==> config.mk <==
export PLATFORM = sky130hd
export DESIGN_NAME = cond_status_unit
export DESIGN_NICKNAME = d
export VERILOG_FILES = /design/src/rtl/cond_status_unit.sv
export SDC_FILE = /design/constraint.sdc
export NUM_CORES = 1
export LEC_CHECK = 0
export CAP_MARGIN = 40
export CORE_MARGIN = 5
export CORE_UTILIZATION = 45
export DETAILED_ROUTE_END_ITERATION = 7
export PLACE_DENSITY = 0.85
export SYNTH_ARGS = -nofsm -noshare
export SYNTH_HDL_FRONTEND = slang
export SYNTH_SLANG_ARGS = --single-unit
==> constraint.sdc <==
create_clock -name clk -period 3.8 [get_ports clk]
set_input_delay 0.57 -clock clk [delete_from_list [all_inputs] [get_ports clk]]
set_output_delay 0.57 -clock clk [all_outputs]
set_load 0.01 [all_outputs]
==> src/rtl/cond_status_unit.sv <==
// NZCV status register with a pending flag-setter counter and per-lane condition evaluation.
// Define COND_FLAG_FWD_EN to forward same-cycle flag updates to evaluation and stall logic.
module cond_status_unit #(
  parameter int LANES  = 2,
  parameter int PEND_W = 3
) (
  input  logic                 clk,
  input  logic                 rst_n,
  input  logic                 flush,
  input  logic [LANES-1:0]     lane_valid,
  input  logic [4*LANES-1:0]   lane_cond,
  input  logic [LANES-1:0]     lane_sets_flags,
  input  logic                 upd_valid,
  input  logic [3:0]           upd_flags,
  output logic                 stall,
  output logic [LANES-1:0]     res_valid,
  output logic [LANES-1:0]     cond_res,
  output logic [3:0]           status_regs,
  output logic [PEND_W-1:0]    pend_cnt,
  output logic                 err
);

  localparam int CNT_W = PEND_W + 3;
  localparam logic [CNT_W-1:0] PEND_MAX = CNT_W'((1 << PEND_W) - 1);

  logic [3:0]        status_q, status_d;
  logic [PEND_W-1:0] pend_q, pend_d;
  logic [LANES-1:0]  res_valid_q, res_valid_d;
  logic [LANES-1:0]  cond_res_q, cond_res_d;
  logic              err_q, err_d;

  logic [3:0]        f_eff;
  logic [PEND_W-1:0] pend_dec, pend_stall;
  logic [CNT_W-1:0]  sets_cnt, sum;
  logic              stall_req, stall_int, acc, pass, dec;

  // f = {N,Z,C,V}
  function automatic logic cond_eval(input logic [3:0] c, input logic [3:0] f);
    logic n, z, cy, v;
    n  = f[3];
    z  = f[2];
    cy = f[1];
    v  = f[0];
    case (c)
      4'h0:    cond_eval = z;
      4'h1:    cond_eval = ~z;
      4'h2:    cond_eval = cy;
      4'h3:    cond_eval = ~cy;
      4'h4:    cond_eval = n;
      4'h5:    cond_eval = ~n;
      4'h6:    cond_eval = v;
      4'h7:    cond_eval = ~v;
      4'h8:    cond_eval = cy & ~z;
      4'h9:    cond_eval = ~cy | z;
      4'hA:    cond_eval = (n == v);
      4'hB:    cond_eval = (n != v);
      4'hC:    cond_eval = ~z & (n == v);
      4'hD:    cond_eval = z | (n != v);
      4'hE:    cond_eval = 1'b1;
      default: cond_eval = 1'b0;
    endcase
  endfunction

  always_comb begin
    stall_req   = 1'b0;
    sets_cnt    = '0;
    res_valid_d = '0;
    cond_res_d  = '0;
    acc         = 1'b0;
    pass        = 1'b0;

    // The counter always retires an update; forwarding only changes what stall/eval see.
    dec      = upd_valid && (pend_q != '0);
    pend_dec = pend_q - PEND_W'(dec);
`ifdef COND_FLAG_FWD_EN
    f_eff      = upd_valid ? upd_flags : status_q;
    pend_stall = pend_dec;
`else
    f_eff      = status_q;
    pend_stall = pend_q;
`endif

    for (int i = 0; i < LANES; i++) begin
      if (lane_valid[i] && (lane_cond[4*i +: 4] != 4'hE)) stall_req = 1'b1;
    end
    stall_int = ~flush & (pend_stall != '0) & stall_req;

    for (int i = 0; i < LANES; i++) begin
      acc            = lane_valid[i] & ~stall_int & ~flush;
      pass           = cond_eval(lane_cond[4*i +: 4], f_eff);
      res_valid_d[i] = acc;
      cond_res_d[i]  = acc & pass;
      sets_cnt       = sets_cnt + CNT_W'(acc & pass & lane_sets_flags[i]);
    end

    sum   = CNT_W'(pend_dec) + sets_cnt;
    err_d = err_q | (upd_valid & (pend_q == '0));
    if (flush) begin
      pend_d = '0;
    end else if (sum > PEND_MAX) begin
      pend_d = '1;
      err_d  = 1'b1;
    end else begin
      pend_d = sum[PEND_W-1:0];
    end

    status_d = upd_valid ? upd_flags : status_q;
  end

  always_ff @(posedge clk or negedge rst_n) begin
    if (!rst_n) begin
      status_q    <= '0;
      pend_q      <= '0;
      res_valid_q <= '0;
      cond_res_q  <= '0;
      err_q       <= 1'b0;
    end else begin
      status_q    <= status_d;
      pend_q      <= pend_d;
      res_valid_q <= res_valid_d;
      cond_res_q  <= cond_res_d;
      err_q       <= err_d;
    end
  end

  assign stall       = stall_int;
  assign res_valid   = res_valid_q;
  assign cond_res    = cond_res_q;
  assign status_regs = status_q;
  assign pend_cnt    = pend_q;
  assign err         = err_q;

endmodule

==> impl_metrics.ini <==
[critical_path]
slowest_delay_ns = 0.60
r2r-end = pend_cnt[0]
reg2reg_depth = 8
cp_num_buf_inv = 1
crit_type = input port to register
cp.required_ns = 4.00
worstPathCellList = clkdlybuf4s50_1, nand4b_1, a21oi_1, o211a_1, nand2_1, a211o_1, fa_1, or4_1, o21ai_1
critPathCapture = pend_cnt[0]
endpoint_kind = register
cpLargestDelayFamily = simple AND/OR/NAND/NOR gates
cpMaxStageDelayCell = clkdlybuf4s50_1
startpoint_type = input port
r2r_slack_ns = 0.99
crit_start = lane_cond[4]
crit_cells = 9
r2r_start = status_regs[3]
worst_ep_arrival_time_ns = 3.34
critPathMaxFanout = 12

[clock_tree]
cts-htree-levels = 1
cts_resized = 0
cts-root-buf = clkbuf_4
cts_tree = built
cts_buffers = 3
clockBufferDepth = 2
clk_pin_slew_ns = 0.08
clock_sinks = 12
clock_latency_ns = 0.27
ctsHoldBuffers = 0
post_cts_buffers = 0

[power]
pwr-share-seq_pct = 34.6
pwr-share-comb_pct = 49.8
p_clk_share_pct = 15.6
switchingPower_uw = 186.0
p_int_uw = 320.0
swShare_pct = 36.76
p_leak_uw = 0.0005256
vdd_drop_max_mv = 0.2609
p_per_area_nw_per_um2 = 398.0

[yosys]
syn_area_sq_um = 925.9
synth_fp_nets = 127
synth_seq_cells = 12
synth_edf_count = 0
synth_top_area_cell = dfrtp_1
syn_inst = 103
synth_seq_area_share_pct = 32.43
avgSynthCellArea_sq_um = 8.989
yosys-top-cells-count = 12 x dfrtp_1, 12 x inv_1, 7 x a21oi_1
yosys_warnings = 0
ys.flop_type = dfrtp_1
yosysTopAreaCellShare_pct = 32.43
synth_area_leaders = dfrtp_1 32%, inv_1 4.9%, mux2_1 4.9%
async_flop_share_pct = 100.0
synth_cell_type_count = 36

[final_layout]
syn_to_final_growth_pct = 37.30
fin_util_pct = 64.80
diodes = 0
instances_no_fill = 160
fin_area_sq_um = 1271
final-seq-area_sq_um = 300.3
nets = 159
drive_above_1_share_pct = 3.759
fillers = 183
multi_input_area_sq_um = 549.3

[placement]
gp_congestion = 0.7991
port_buffers = 32
hpwlAfterDp_mm = 1.842
placedInstanceArea_sq_um = 1249
place_inst = 157
pre_cts_ws_ns = 0.4133

[floorplan]
ios = 33
die_w_um = 55.36
die-area_sq_um = 3065
coreArea_sq_um = 1962
start_util_pct = 47.19
rows = 16
fp.dieH_um = 55.36

[drt]
route.detailed.drc = 0
wirelength_mm = 2.317
vias = 879
wl_per_cell_um = 14.48
detail-route-antenna-nets = 0
firstDrtPassIters = 4
vias_per_cell = 5.494
drt_iter0_drc = 16

[sta]
skew_ns = 0.004935
worst_slew_pin_slew_ns = 0.5617
slew_viol_final = 0
period_needed_ns = 3.134
period_share_pct = 82.48
setup_slack_ns = 0.6657
rsz0062_at_grt = false
fmax_mhz = 319.1
setup_tns_ns = 0
hold_violations = 0
setup_viol = 0
slew_headroom_pct = 62.43

[flow_run]
cap_violations = 0

[global_route]
gr-usage-all-layers_pct = 15.89
grt_pass1_vias = 897
globalRouteOverflowTotal = 0
antenna_found_initial = 0
grt_max_degree = 13
grt_pass1_wl_mm = 4.105

[status]
outcome = finished clean

[worst_hold_path]
min_path_type = register to register
## worst reg2reg max path, stage by stage (launching register included)
cell,delay (ns)
dfrtp_1,0.47
xor2_2,0.25
a211o_1,0.34
nor3_1,0.14
o21ai_1,0.12
a211o_1,0.33
fa_1,0.44
or4_1,0.56
o21ai_1,0.10
## power by group through the flow
stage	logic [uW]	clock network (uW)	registers, uW
finish	252	79.0	175
global route	282	88.4	178
CTS	253	82.2	175
detailed placement	251	0	177
global placement	249	0	176
floorplan	133	0	185
## flip-flops by register name, summed over array words and instances, names as in the netlist
name and count:
err 1, cond_res 2, pend_cnt 3, res_valid 2, status_regs 4
## layout make-up
type	instances	area share (%)
Clock buffer	3	1.772
Inverter	12	3.543
Multi-Input combinational cell	74	43.21
Sequential cell	12	23.62
Tap cell	27	2.657
Timing Repair Buffer	32	25.20
## cells by family (layout without fill, tap and decap cells)
group	count (synthesis)	count (layout)	synth area share, %
adders and majority gates	4	4	6.217
DFF	12	12	32.43
muxes	6	6	7.027
and+or+nand+nor	28	28	17.03
buffers and inverters	17	47	8.242
xor gates and xnor gates	6	6	6.488
AOI/OAI and AO/OA	30	30	22.57
## worst min-delay path by stage
stage          cells past startpoint  startpoint          end
2_1_floorplan                      0       rst_n  cond_res[0]
3_3_place_gp                       2         err          err
3_5_place_dp                       2         err          err
4_1_cts                            2         err          err
5_1_grt                            2         err          err
6_report                           2         err          err
## per-stage QoR
| step | hold slack [ns] | total power (uW) |
|---|---|---|
| global placement | 0.4677 | 425.4 |
| global route | 0.5237 | 548.5 |
| CTS | 0.4963 | 510.3 |
| finish | 0.4872 | 506.0 |
| detailed placement | 0.4725 | 428.2 |
| floorplan | 0.2744 | 318.4 |
## per-layer routing
layer | global-route usage (%) | vias up | share of wire, %
li1 | - | 434 | -
met1 | 18.45 | 429 | 43
met2 | 30.24 | 16 | 55
met3 | 2.564 | 0 | 2.5
met4 | 3.125 | 0 | 0
met5 | 0 | - | 0
## layout by cell type, fill, tap and decap left out, types with 4 or more instances in the layout
cell	count
nor2_1	5
a211o_1	4
dfrtp_1	12
nor3_1	5
inv_1	12
a21oi_1	7
mux2_1	4
clkdlybuf4s50_1	32
nand2_1	4
o21ai_1	5
No activity file was read; power rests on OpenSTA's default activity.
